<file path="config.mk">
export PLATFORM = sky130hd
export DESIGN_NAME = ysyx_25040111_icache_axi_rd_flat
export DESIGN_NICKNAME = d
export VERILOG_FILES = /design/src/rtl/ysyx_25040111_icache_axi_rd_pkg.sv /design/src/rtl/ysyx_25040111_icache_axi_rd_if.sv /design/src/rtl/ysyx_25040111_icache_axi_rd.sv /design/src/flat_wrapper.sv
export SDC_FILE = /design/constraint.sdc
export NUM_CORES = 1
export LEC_CHECK = 0
export ABC_CLOCK_PERIOD_IN_PS = 1900
export BUFFER_PORTS_ARGS = -buffer_cell sky130_fd_sc_hd__buf_2
export CAP_MARGIN = 20
export CORE_UTILIZATION = 45
export CTS_BUF_LIST = sky130_fd_sc_hd__clkbuf_8 sky130_fd_sc_hd__clkbuf_16
export CTS_CLUSTER_SIZE = 20
export DETAILED_ROUTE_END_ITERATION = 16
export PLACE_DENSITY = 0.79
export SLEW_MARGIN = 15
export SYNTH_ARGS = -nofsm -noshare
export SYNTH_HDL_FRONTEND = slang
export SYNTH_SLANG_ARGS = --single-unit
</file>
<file path="constraint.sdc">
create_clock -name clock -period 1.9 [get_ports clock]
set_clock_uncertainty 0.1 [all_clocks]
set_input_delay 0.19 -clock clock [delete_from_list [all_inputs] [get_ports clock]]
set_output_delay 0.19 -clock clock [all_outputs]
set_load 0.05 [all_outputs]
</file>
<file path="src/rtl/ysyx_25040111_icache_axi_rd_pkg.sv">
// Shared AXI4 constants and the read-bridge FSM encoding.
package ysyx_25040111_axi_pkg;

  localparam logic [1:0] BURST_FIXED = 2'b00;
  localparam logic [1:0] BURST_INCR  = 2'b01;
  localparam logic [1:0] RESP_OKAY   = 2'b00;
  localparam logic [2:0] SIZE_4B     = 3'b010;

  typedef enum logic [1:0] {
    IDLE = 2'd0,
    ADDR = 2'd1,
    DATA = 2'd2
  } state_e;

endpackage

</file>
<file path="src/rtl/ysyx_25040111_icache_axi_rd_if.sv">
// AXI4 read-only channel bundle (AR + R) between the refill bridge and the interconnect.
interface ysyx_25040111_icache_axi_rd_if #(
  parameter int ID_W = 4
);
  logic            arvalid;
  logic            arready;
  logic [31:0]     araddr;
  logic [ID_W-1:0] arid;
  logic [7:0]      arlen;
  logic [2:0]      arsize;
  logic [1:0]      arburst;

  logic            rvalid;
  logic            rready;
  logic [31:0]     rdata_i;
  logic [1:0]      rresp;
  logic            rlast;
  logic [ID_W-1:0] rid;

  modport master (
    output arvalid, araddr, arid, arlen, arsize, arburst, rready,
    input  arready, rvalid, rdata_i, rresp, rlast, rid
  );

  modport slave (
    input  arvalid, araddr, arid, arlen, arsize, arburst, rready,
    output arready, rvalid, rdata_i, rresp, rlast, rid
  );
endinterface

</file>
<file path="src/rtl/ysyx_25040111_icache_axi_rd.sv">
// Icache refill bridge: one rstart request becomes one AXI4 AR burst; each accepted
// R beat is returned to the cache as a registered one-cycle rok pulse.
module ysyx_25040111_icache_axi_rd
  import ysyx_25040111_axi_pkg::*;
#(
  parameter int ID_W    = 4,
  parameter int AXI_ID  = 0,
  parameter int TIMEOUT = 0
) (
  input  logic        clock,
  input  logic        reset,
  input  logic        rstart,
  input  logic [31:0] raddr,
  input  logic [7:0]  rlen,
  output logic        rok,
  output logic [31:0] rdata,
  output logic        rerr,
  output logic        busy,
  ysyx_25040111_icache_axi_rd_if.master axi
);

  localparam logic [ID_W-1:0] ID_VAL  = ID_W'(AXI_ID);
  localparam logic [31:0]     WD_LAST = (TIMEOUT > 0) ? 32'(TIMEOUT - 1) : 32'd0;

  state_e      state;
  logic        arvalid_r;
  logic        rready_r;
  logic [31:0] araddr_r;
  logic [7:0]  arlen_r;
  logic [7:0]  beat_cnt;
  logic [31:0] wdog;

  logic beat_ok;
  logic last_beat;
  logic wd_fire;

  assign beat_ok   = axi.rvalid && rready_r && (axi.rid == ID_VAL);
  assign last_beat = (beat_cnt == arlen_r);
  assign wd_fire   = (TIMEOUT > 0) && (state != IDLE) && (wdog == WD_LAST);

  assign busy        = (state != IDLE);
  assign axi.arvalid = arvalid_r;
  assign axi.rready  = rready_r;
  assign axi.araddr  = araddr_r;
  assign axi.arlen   = arlen_r;
  assign axi.arid    = ID_VAL;
  assign axi.arsize  = SIZE_4B;
  assign axi.arburst = (arlen_r != 8'd0) ? BURST_INCR : BURST_FIXED;

  // NOTE: all state here is non-blocking, so the watchdog assignments at the end of
  // the block override whatever the case arm scheduled in the same cycle.
  always_ff @(posedge clock) begin
    if (reset) begin
      state     <= IDLE;
      arvalid_r <= 1'b0;
      rready_r  <= 1'b0;
      rok       <= 1'b0;
      rdata     <= 32'd0;
      rerr      <= 1'b0;
      araddr_r  <= 32'd0;
      arlen_r   <= 8'd0;
      beat_cnt  <= 8'd0;
      wdog      <= 32'd0;
    end else begin
      rok <= 1'b0;
      case (state)
        IDLE: begin
          if (rstart) begin
            state     <= ADDR;
            araddr_r  <= raddr;
            arlen_r   <= rlen;
            rerr      <= 1'b0;
            beat_cnt  <= 8'd0;
            wdog      <= 32'd0;
            arvalid_r <= 1'b1;
          end
        end
        ADDR: begin
          wdog <= wdog + 32'd1;
          if (arvalid_r && axi.arready) begin
            state     <= DATA;
            arvalid_r <= 1'b0;
            rready_r  <= 1'b1;
          end
        end
        DATA: begin
          wdog <= wdog + 32'd1;
          if (beat_ok) begin
            rok      <= 1'b1;
            rdata    <= axi.rdata_i;
            beat_cnt <= beat_cnt + 8'd1;
            if (axi.rresp != RESP_OKAY) rerr <= 1'b1;
            // Finish on rlast or on the expected count; disagreement between them is an error.
            if (axi.rlast || last_beat) begin
              state    <= IDLE;
              rready_r <= 1'b0;
              if (axi.rlast != last_beat) rerr <= 1'b1;
            end
          end
        end
        default: state <= IDLE;
      endcase

      if (wd_fire) begin
        state     <= IDLE;
        arvalid_r <= 1'b0;
        rready_r  <= 1'b0;
        rerr      <= 1'b1;
      end
    end
  end

endmodule

</file>
<file path="src/flat_wrapper.sv">
// flat-port wrapper written by rule: the top's interface ports become plain ports
module ysyx_25040111_icache_axi_rd_flat import ysyx_25040111_axi_pkg::*;
#(
  parameter int ID_W    = 4,
  parameter int AXI_ID  = 0,
  parameter int TIMEOUT = 0
)
  (clock, reset, rstart, raddr, rlen, rok, rdata, rerr, busy, axi_arvalid, axi_araddr, axi_arid, axi_arlen, axi_arsize, axi_arburst, axi_rready, axi_arready, axi_rvalid, axi_rdata_i, axi_rresp, axi_rlast, axi_rid);
  ysyx_25040111_icache_axi_rd_if #(.ID_W(ID_W)) axi_i ();
  input  logic clock;
  input  logic reset;
  input  logic rstart;
  input  logic [31:0] raddr;
  input  logic [7:0] rlen;
  output logic rok;
  output logic [31:0] rdata;
  output logic rerr;
  output logic busy;
  output wire logic [$bits(axi_i.arvalid)-1:0] axi_arvalid;
  output wire logic [$bits(axi_i.araddr)-1:0] axi_araddr;
  output wire logic [$bits(axi_i.arid)-1:0] axi_arid;
  output wire logic [$bits(axi_i.arlen)-1:0] axi_arlen;
  output wire logic [$bits(axi_i.arsize)-1:0] axi_arsize;
  output wire logic [$bits(axi_i.arburst)-1:0] axi_arburst;
  output wire logic [$bits(axi_i.rready)-1:0] axi_rready;
  input wire logic [$bits(axi_i.arready)-1:0] axi_arready;
  input wire logic [$bits(axi_i.rvalid)-1:0] axi_rvalid;
  input wire logic [$bits(axi_i.rdata_i)-1:0] axi_rdata_i;
  input wire logic [$bits(axi_i.rresp)-1:0] axi_rresp;
  input wire logic [$bits(axi_i.rlast)-1:0] axi_rlast;
  input wire logic [$bits(axi_i.rid)-1:0] axi_rid;
  assign axi_arvalid = axi_i.arvalid;
  assign axi_araddr = axi_i.araddr;
  assign axi_arid = axi_i.arid;
  assign axi_arlen = axi_i.arlen;
  assign axi_arsize = axi_i.arsize;
  assign axi_arburst = axi_i.arburst;
  assign axi_rready = axi_i.rready;
  assign axi_i.arready = axi_arready;
  assign axi_i.rvalid = axi_rvalid;
  assign axi_i.rdata_i = axi_rdata_i;
  assign axi_i.rresp = axi_rresp;
  assign axi_i.rlast = axi_rlast;
  assign axi_i.rid = axi_rid;
  ysyx_25040111_icache_axi_rd #(.ID_W(ID_W), .AXI_ID(AXI_ID), .TIMEOUT(TIMEOUT)) u_core (.clock(clock), .reset(reset), .rstart(rstart), .raddr(raddr), .rlen(rlen), .rok(rok), .rdata(rdata), .rerr(rerr), .busy(busy), .axi(axi_i));
endmodule
</file>
==> results of run 1 <==
-- worst max path at each step --
stage | from | endpoint | slack, ns | cells after the start
3_3_place_gp | u_core.beat_cnt[4] | u_core.rerr | 0.21 | 8
2_1_floorplan | u_core.axi.arlen[5] | u_core.rerr | 0.002 | 8
3_5_place_dp | u_core.beat_cnt[4] | u_core.rerr | 0.15 | 8
4_1_cts | u_core.beat_cnt[4] | u_core.rerr | 0.02 | 8
5_1_grt | u_core.beat_cnt[1] | u_core.rerr | 0.006 | 8
6_report | u_core.axi.arlen[6] | u_core.rerr | 0.12 | 8
-- kinds of logic after synthesis --
group,count (synthesis)
AOI/OAI and AO/OA,99
xor gates and xnor gates,8
adders and majority gates,2
buffers and inverters,39
DFF,86
muxes,1
other,2
and+or+nand+nor,185
-- per-stage QoR --
| stage | std cells | util (%) | power [W] |
|---|---|---|---|
| floorplan | 428 | - | 0.002369 |
| global placement | 658 | 60.23 | 0.002549 |
| detailed placement | 658 | 60.23 | 0.002559 |
| CTS | 746 | 73.76 | 0.004081 |
| global route | 746 | 74.14 | 0.004235 |
| finish | 746 | 74.14 | 0.004066 |
-- final cells by class --
class / count / area [um2]
Fill cell: 492 / 1805
Sequential cell: 86 / 1728
Timing Repair Buffer: 242 / 1619
Multi-Input combinational cell: 303 / 1474
Clock buffer: 10 / 137.6
Tap cell: 96 / 120.1
Clock inverter: 6 / 86.33
Inverter: 3 / 11.26
-- where the power goes --
| part | leakage [nW] | switching (W) | internal, W |
|---|---|---|---|
| Sequential | 0.701 | 0.0000378 | 0.00186 |
| Combinational | 1.55 | 0.000477 | 0.000279 |
| Clock | 0.106 | 0.000640 | 0.000772 |
-- worst max-delay path: cells and delay by family (launching register included) --
| kind | cells | cell delay (ns) |
|---|---|---|
| AO/OA/AOI/OAI | 2 | 0.24 |
| buffers and inverters | 1 | 0.07 |
| XOR/XNOR | 1 | 0.18 |
| adder cells (fa/ha/maj) | 1 | 0.28 |
| AND/OR/NAND/NOR | 3 | 0.43 |
| flip-flops | 1 | 0.35 |
-- flip-flops by register name, indices dropped and copies added (netlist names) --
signal,count
u_core.state,2
u_core.axi.arlen,8
u_core.rok,1
u_core.rdata,32
u_core.axi.araddr,32
u_core.axi.arvalid,1
u_core.rerr,1
u_core.axi.rready,1
u_core.beat_cnt,8
-- layer usage --
metal	up-vias	share of wire, %
met2	145	53
met1	1707	38
li1	1811	-
met4	0	4.4
met3	47	5.1
met5	-	0
-- cell usage after synthesis, drive strengths merged (3+ instances only) --
cell and count:
xor2 8, buf 13, a21oi 81, inv 3, dfxtp 86, o21ai 8
nand3 7, nand2 152, clkbuf 23, a31oi 3, nor2 6, nor4 4
-- repair_timing --
action | 4_1_cts | 5_1_grt
pin swaps | 0 | 2
endpoints found under the setup margin | 1 | 2
gates cloned | 0 | 0
hold endpoints to repair | 72 | 0
resized for setup | 1 | 6
hold buffers | 72 | 0
==> impl_summary.md, run 1 <==
Synth
The average cell area after synthesis is 7.893 um2. During synthesis, Yosys emitted a total of 0 warnings. The synthesized netlist devotes 23.67% of its cell area to simple gates. The dominant combinational cell family by area after synthesis is simple AND/OR/NAND/NOR gates. The post-synthesis sequential element count is 86. The instance count of the mapped netlist is roughly 420.

The mapped netlist covers 0.003331 mm2. The synthesized design contains 0 enable-type register cells. The count of different cell masters after synthesis is 36. The xor/xnor cell area share of the yosys netlist is between 2 and 2.5%. The area share of the largest cell type after synthesis is 51.69%. After synthesis, the share of cell area in mux cells is 0.3005%. For this run, asynchronously set or reset flops after synthesis account for 0%.

Ranked by total cell area, the synthesized netlist is headed by dfxtp_1 (52%), nand2_1 (17%), a21oi_1 (12%). Summing the areas of all fa, ha and maj instances in the mapped netlist gives 0.7513% of the synthesized area. The synthesized netlist devotes 15.59% of its cell area to compound gates.

In the synthesized netlist the dominant register cell turns out to be dfxtp_1. For this run, the register share of the synthesized area comes to 51.69%. The largest total area in the synthesized netlist belongs to dfxtp_1.

Final layout
The diode insertion count for antenna repair is 0. The fraction of final layout cells with drive strength greater than 1 is 30.92%. The most common cell after layout, fill and taps aside is buf_2. The growth of design area from synthesis to finish is 55.41%.

The post-route standard cell area excluding fillers is 0.005176 mm2. In the layout the commonest cells are buf_2 (161), nand2_1 (152), dfxtp_1 (81), a21oi_1 (80), dlygate4sd3_1 (72). The net count of the finished layout is 731.

Clock tree
The clock transition at the register clock pins on the worst setup and hold paths after CTS is 0.09 ns. The root buffer cell chosen for the clock tree is clkbuf_8. For the worst-skew pair, the clock arrives at the later sink with an insertion delay of about 0.34 ns. The TritonCTS clock tree is done. Buffers inserted during clock tree synthesis total 9.

The largest buffer count on any clock path is 2. The maximum level of the CTS H-tree is 3. The count of clock tree sinks is between 80 and 90.

After clock tree synthesis, the setup repair step added 0 buffers.

Drt
The first TritonRoute pass finished after 4 iterations. Summing over every cut layer, the via total after detailed routing is about 3700. For this run, design rule violations remaining after detail routing come to 0. The count of nets left with antenna violations once routing finished came out at 0. The final layout contains routed wiring with a total length of 10320 um. Dividing the detail-routed wire length by the instance count gives 13.83 um.

The number of DRC violations after detailed-routing iteration 0 is 160. The per-cell via count in the routed design is 4.973.

Power and ir drop
The power per cell area is 785.4 mW/mm2. The leakage power figure is 2.356 nW. VDD sags by at most 0.0006923 V.

STA
The share of the cycle needed by the critical path after routing is 93.49%. The worst path needs about 1.8 ns of the cycle, external delays included. The fmax is 563.0 MHz. The worst setup slack after layout is 0.1237 ns. The max-slew violation count is 0.

The worst-case hold slack is around 0.011 ns. The final hold violation count is 0. The final count of negative-setup-slack endpoints is 0. Setup repair after global routing left no endpoint under its margin.

The setup TNS after final layout is 0 ns.

GRT
The aggregate global-route resource usage is 26.76%. Global routing used 5.655% of the available met3 tracks. The peak-usage layer in the global routing report is met2. The first-pass GRT wire length is 15980 um.

The largest net degree at the start of global routing is 87. The number of antenna violations at the first check in global routing was 0. The residual overflow from global routing is 0.

The number of global-route vias before repair was around 3600. Global routing consumed, on the met2 layer, 47.64% of the routing resources. The met1 layer usage reported by global route is ~28%.

Floorplan
The floorplan step set the die height to 88.03 um. The die covers between 0.007 and 0.008 mm2. The number of rows created at floorplan is 30. The number of top-level pins is 170. The core area is around 0.007 mm2.

The starting density of the core is 47.71%. The die is a little under 90 um wide.

Placed design
Buffers placed on the I/O ports in this run total 161. The worst setup slack before clock tree synthesis is 0.1470 ns. Summing all placed instances gives a cell area of 0.004205 mm2. The HPWL after detailed placement is 6030 um. The placer congestion estimate is 0.8432.

Outcome
The run finished with clean final reports.

Worst hold path
The worst hold path terminates at u_core.axi.araddr[13]. The source of the worst hold timing path is raddr[13]. In this run the worst hold path is classified as in -> reg. Along the worst hold path, the cell count comes to 3.

Critical path
In this run the worst path has a maximum fanout of 4. STA classifies the critical path startpoint as a flop. The startpoint of the lowest-slack register-to-register path is u_core.axi.arlen[6]. STA classifies the critical path endpoint as a flop. On the worst path, the slowest cell contributes a delay of 0.35 ns. The largest individual stage delay along the critical path comes from the cell dfxtp_1. Traced cell by cell, the critical path runs through xor2_1, nor4_2, nand2_1, ha_1, inv_1, o21ai_2, a21oi_2, nor3_2. At the worst endpoint, the required time is 2.02 ns. The worst setup path is of the reg -> reg kind.

The endpoint identified for the worst register-to-register timing path is u_core.rerr. The data arrival time of the critical path is 1.90 ns. The register-to-register setup slack is 0.12 ns. The worst reg-to-reg path cell count is 8.

Flow run
Across the run, the number of max-cap violations was 0.
Power figures use the tool's default switching activity.
==> inputs of run 2 (changes only) <==
--- a/config.mk
+++ b/config.mk
@@ -5,7 +5,7 @@
 export SDC_FILE = /design/constraint.sdc
 export NUM_CORES = 1
 export LEC_CHECK = 0
-export ABC_CLOCK_PERIOD_IN_PS = 1900
+export ABC_CLOCK_PERIOD_IN_PS = 1670
 export BUFFER_PORTS_ARGS = -buffer_cell sky130_fd_sc_hd__buf_2
 export CAP_MARGIN = 20
 export CORE_UTILIZATION = 45
==> constraint.sdc (replaced) <==
create_clock -name clock -period 1.67 [get_ports clock]
set_clock_uncertainty 0.1 [all_clocks]
set_input_delay 0.167 -clock clock [delete_from_list [all_inputs] [get_ports clock]]
set_output_delay 0.167 -clock clock [all_outputs]
set_load 0.05 [all_outputs]
==> impl_summary.md, run 2 (synthesized netlist as in run 1, its figures left out) <==
Drt
The count of TritonRoute iterations in the first routing pass was 5 (+1). The total via count in the routed design came to 3882 (+4.6%). The routed wire length came to 11310 um (+9.6%). The number of design rule violations left after detail routing is 0 (unchanged). The per-cell via count in the routed design is 5.088 (+2.3%).

The remaining antenna violation count is 0 (unchanged). The average detailed-routed wire length per instance is 14.82 um (+7.1%). The number of DRC violations after detailed-routing iteration 0 is 213 (+33%).

Clock tree
The largest buffer count on any clock path is 2 (unchanged). The clock transition at the register clock pins on the worst setup and hold paths after CTS is 0.09 ns (about the same). The TritonCTS clock tree is done. The maximum level of the CTS H-tree is 3 (unchanged).

The clock buffer count from CTS is 9 (unchanged). The count of clock tree sinks came to 86 (unchanged). CTS placed an instance of clkbuf_8 at the clock tree root.

The latest clock arrival within the worst-skew pair is 0.35 ns (about the same).

Floorplan
The starting density of the core is 47.71% (unchanged). The height of the chip was 88.03 um (unchanged). The die width came to 88.03 um (unchanged). The number of top-level pins came to 170 (unchanged). The core area is 0.006982 mm2 (unchanged). The floorplan die area is 0.007749 mm2 (unchanged). The number of rows created at floorplan was 30 (unchanged).

Placed design
The total of buffers placed on input and output ports is 161 (unchanged). The worst setup slack before clock tree synthesis is -0.1022 ns (-0.2492 ns). The placer congestion estimate is 0.8810 (+4.5%). The detailed placement HPWL came to 6233 um (+3.4%).

Critical path
The register-to-register setup slack is -0.04 ns (-0.16 ns). STA classifies the critical path endpoint as a flop. The origin of the worst setup path is u_core.beat_cnt[5]. The critical path is of the reg -> reg type. The nature of the critical path startpoint is a flop.

The maximum fanout along the worst path is 5 (+1). The data arrival time of the critical path is 1.85 ns (-0.05 ns). The required time of the critical path is 1.81 ns (-0.21 ns).

The endpoint of the most critical register-to-register path is u_core.rerr. The startpoint of the lowest-slack register-to-register path is u_core.beat_cnt[5]. The capture point of the critical path is u_core.rerr. The worst reg-to-reg path cell count was 8 (unchanged).

GRT
The first-pass GRT wire length is 17560 um (+9.9%). The number of global-route vias before repair came to 3799 (+5.8%). The number of antenna violations at the first check in global routing was 0 (unchanged).

The residual overflow from global routing is 0 (unchanged). The aggregate global-route resource usage is 29.54% (+2.8 points). The largest net degree at the start of global routing is 70 (-20%).

Outcome
The flow ran to the end, but the final reports show violations. The final reports fail on setup timing.

STA
The final hold violation count is 0 (unchanged). The worst setup slack after layout is -0.04117 ns (-0.1648 ns). The measured slew at the worst slew-check pin is 0.5197 ns. The final count of negative-setup-slack endpoints is 2 (+2). The fmax is 584.4 MHz (+3.8%). The share of the cycle needed by the critical path after routing was 102.5% (+9.0 points).

The final critical-path required period is 1.711 ns (-0.06518 ns). The max-slew violation count is 0 (unchanged). The setup TNS after final layout is -0.07135 ns (-0.07135 ns).

Setup repair after global routing could not meet its margin everywhere. Headroom to the max-slew limit came out at 65.19%. The worst-case hold slack is 0.06493 ns (+0.05408 ns).

Final layout
The growth of design area from synthesis to finish is 62.13%. In the layout the commonest cells are buf_2 (160), nand2_1 (152), a21oi_1 (81), dfxtp_1 (75), dlygate4sd3_1 (73). The net count of the finished layout is 748 (+2.3%). The fraction of final layout cells with drive strength greater than 1 is 33.88% (+3.0 points). The diode insertion count for antenna repair is 0 (unchanged). The library cell used most frequently in the layout, excluding fill and tap cells, is buf_2. The utilization of the core after routing is 77.35% (+3.2 points).

Flow run
The count of maximum capacitance violations is 0 (unchanged).

Power and ir drop
The worst IR drop on VDD is 0.0005186 V (-25%). The power per cell area came to 861.3 mW/mm2 (+9.7%). The leakage power figure is 2.472 nW (+4.9%).

Worst hold path
The worst hold path belongs to the class in -> reg.
run 2: changes by cell type in the layout (fill, tap and decap cells not counted), moves of 5 or more:
cell	before	now
buf_6	0	5
buf_4	7	18
dfxtp_4	0	7
dfxtp_1	81	75
run 2: how the worst min path moves through the flow:
stage	start	endpoint	cells after the start
finish	rstart	u_core.state[0]	3
global route	rstart	u_core.state[0]	3
CTS	rstart	u_core.state[0]	3
detailed placement	axi_arready	u_core.state[0]	2
global placement	axi_arready	u_core.state[0]	2
floorplan	axi_arready	u_core.state[0]	1
run 2: critical path, stage by stage, from the launching register on:
cell	delay, ns
dfxtp_2	0.36
xor2_1	0.16
nor4_2	0.31
nand2_1	0.10
ha_1	0.28
inv_1	0.05
o21ai_1	0.05
a21oi_1	0.14
nor3_1	0.05
run 2: power breakdown:
group / internal [W] / total (W) / leakage [nW] / switching, W
logic: 0.000354 / 0.000921 / 1.65 / 0.000567
clock network: 0.000820 / 0.00158 / 0.113 / 0.000756
registers: 0.00211 / 0.00215 / 0.706 / 0.0000426
total: 0.00329 / 0.00465 / 2.47 / 0.00137
run 2: cell type report:
class / instances / area [um2]
well taps: 96 / 120.1
clock inverters: 5 / 53.80
flip-flops and latches: 86 / 1753
multi-input cells: 303 / 1516
repair buffers: 259 / 1783
clock buffers: 11 / 162.7
fillers: 507 / 1582
inverters: 3 / 11.26
run 2: through the flow:
step	std cells	area, um2	total power, W
CTS	762	5320	0.004614
floorplan	428	3382	0.002692
global route	763	5400	0.004811
detailed placement	673	4354	0.002927
finish	763	5400	0.004651
global placement	673	4354	0.002917
run 2: metal layers:
metal / GRT usage [%] / routed length (um)
met1: 33.16 / 4209
met2: 50.88 / 5894
met3: 6.409 / 611
met4: 18.77 / 589
met5: 0 / 0
run 2: what timing repair did:
action / CTS / global route
resized for setup: 5 / 16
buffers inserted: 0 / 1
hold buffers: 73 / 0
setup endpoints to repair: 3 / 7
endpoints found under the hold margin: 73 / 0
pin swaps: 1 / 7
==> inputs of run 3 (changes only) <==
--- a/config.mk
+++ b/config.mk
@@ -8,6 +8,7 @@
 export ABC_CLOCK_PERIOD_IN_PS = 1670
 export BUFFER_PORTS_ARGS = -buffer_cell sky130_fd_sc_hd__buf_2
 export CAP_MARGIN = 20
+export CORE_MARGIN = 2
 export CORE_UTILIZATION = 45
 export CTS_BUF_LIST = sky130_fd_sc_hd__clkbuf_8 sky130_fd_sc_hd__clkbuf_16
 export CTS_CLUSTER_SIZE = 20
==> impl_summary.md, run 3 (synthesized netlist as in run 1, its figures left out) <==
Placed design
The number of placed instances with taps included is 678 (+0.74%). The total of buffers placed on input and output ports is 161 (unchanged). The detailed placement HPWL is 6566 um (+5.3%). The placer congestion estimate was 0.8583 (-2.6%).

The worst setup slack before clock tree synthesis is -0.03346 ns (+0.06875 ns).

Floorplan
The floorplan die area is 0.008105 mm2 (+4.6%). The height of the chip came to 90.03 um (+2.3%). The number of top-level pins came to 170 (unchanged). The die width is 90.03 um (+2.3%). The number of rows created at floorplan was 31 (+3.3%). The starting density of the core is 46.17% (-1.5 points). The core area is 0.007214 mm2 (+3.3%).

Final layout
Leaving out fill and tap cells, the most frequent cell in the layout is buf_2. In the layout the commonest cells are buf_2 (159), nand2_1 (152), a21oi_1 (79), dfxtp_1 (75), dlygate4sd3_1 (73). The filler-free cell count of the finished design is 767 (+0.52%). The fraction of final layout cells with drive strength greater than 1 came to 33.68% (-0.20 points). The net count of the finished layout is 750 (+0.27%). The area growth from synthesis to layout is 61.53%. The diode insertion count for antenna repair is 0 (unchanged).

Clock tree
The TritonCTS clock tree is done. The clock transition at the register clock pins on the worst setup and hold paths after CTS is 0.08 ns (about the same). The largest buffer count on any clock path came to 2 (unchanged).

The root buffer cell chosen for the clock tree is clkbuf_8. The maximum level of the CTS H-tree was 3 (unchanged). The count of clock tree sinks came to 86 (unchanged). The clock buffer count from CTS was 9 (unchanged).

The latest clock arrival within the worst-skew pair is 0.34 ns (about the same). The post-CTS setup-driven buffer insertion count is 0 (unchanged).

Critical path
The data arrival time of the critical path is 1.80 ns (-0.05 ns). The worst setup path category is reg -> reg. STA classifies the critical path endpoint as a flop. The nature of the critical path startpoint is a flop. The startpoint of the lowest-slack register-to-register path is u_core.axi.arlen[5]. The most critical setup path has its startpoint at u_core.axi.arlen[5]. The maximum fanout along the worst path is 2 (-3).

The required time of the critical path is 1.79 ns (-0.02 ns).

GRT
The largest net degree at the start of global routing is 44 (-37%). The number of global-route vias before repair is 3908 (+2.9%). The residual overflow from global routing is 0 (unchanged). The first-pass GRT wire length came to 17800 um (+1.4%). The aggregate global-route resource usage is 26.80% (-2.7 points). The number of antenna violations at the first check in global routing is 0 (unchanged).

STA
The max-slew violation count is 0 (unchanged). The final count of negative-setup-slack endpoints is 1 (-1). The fmax came to 594.7 MHz (+1.8%). The final critical-path required period is 1.681 ns (-0.02975 ns).

The worst-case hold slack is 0.07988 ns (+0.01495 ns). The setup TNS after final layout is -0.01142 ns (+0.05993 ns). Setup repair after global routing could not meet its margin everywhere. The worst setup slack after layout is -0.01142 ns (+0.02975 ns). The final hold violation count came to 0 (unchanged). The share of the cycle needed by the critical path after routing is 100.7% (-1.8 points).

Outcome
The final reports fail on setup timing. The flow ran to the end, but the final reports show violations.

Drt
The remaining antenna violation count is 0 (unchanged). The routed wire length is 11340 um (+0.29%). The number of DRC violations after detailed-routing iteration 0 is 247 (+16%). The highest metal layer carrying signal wires in the routed design is met4. The average detailed-routed wire length per instance is 14.78 um (-0.23%).

The detailed-routing wirelength on met1 is 4187 um (-0.52%). The number of design rule violations left after detail routing is 0 (unchanged). The count of TritonRoute iterations in the first routing pass is 4 (-1).

The per-cell via count in the routed design is 4.988 (-2.0%). The detailed route wirelength on metal3 is 543 um (-11%). The total via count in the routed design was 3826 (-1.4%). The routed wire length on met2 was 6113 um (+3.7%).

Power and ir drop
The leakage power figure is 2.466 nW (-0.26%). The worst IR drop on VDD is 0.0004515 V (-13%). The power per cell area is 808.3 mW/mm2 (-6.1%).

Worst hold path
In this run the worst hold path is classified as in -> reg. The source of the worst hold timing path is rstart.

Flow run
The count of maximum capacitance violations is 0 (unchanged).
-- run 3: stage by stage --
step	instance area, um2	power, W	util, %
2_1_floorplan	3382	0.002692	-
3_3_place_gp	4385	0.002928	60.79
3_5_place_dp	4385	0.002941	60.79
4_1_cts	5290	0.004341	73.33
5_1_grt	5380	0.004521	74.58
6_report	5380	0.004349	74.58
-- run 3: path summary, 6_finish.rpt --
check | end | slack (ns) | depth (start not counted)
max | u_core.rerr | -0.01 | 8
min | u_core.state[0] | 0.08 | 3
max reg2reg | u_core.rerr | -0.01 | 8
min reg2reg | u_core.rdata[27] | 0.35 | 2
-- run 3: final cells by class --
cell class,instances,area [um2]
Clock inverter,5,27.53
Inverter,3,11.26
Tap cell,99,123.9
Clock buffer,10,137.6
Multi-Input combinational cell,303,1504
Fill cell,568,1834
Timing Repair Buffer,261,1823
Sequential cell,86,1753
-- run 3: critical path, stage by stage, from the launching register on --
cell	delay [ns]
dfxtp_4	0.35
xor2_1	0.15
nor4_1	0.28
nand2_1	0.11
ha_1	0.28
inv_1	0.06
o21ai_1	0.05
a21oi_1	0.14
nor3_1	0.05
-- run 3: power by group --
group	switching (W)	internal (W)	leakage (nW)	total, W
Sequential	0.0000455	0.00211	0.706	0.00216
Combinational	0.000567	0.000358	1.67	0.000925
Clock	0.000703	0.000563	0.0931	0.00127
Total	0.00132	0.00303	2.47	0.00435
-- run 3: per-layer routing --
metal,track usage [%],vias up
met1,27.07,1773
met5,0,-
li1,-,1854
met2,49.87,155
met4,15.77,0
met3,6.203,44
-- run 3: repair_timing --
| action | in CTS | in global routing |
|---|---|---|
| pin swaps | 3 | 5 |
| gates cloned | 0 | 1 |
| endpoints found under the hold margin | 73 | 0 |
| endpoints found under the setup margin | 3 | 11 |
| hold buffers | 73 | 0 |
| gates resized for setup | 3 | 16 |
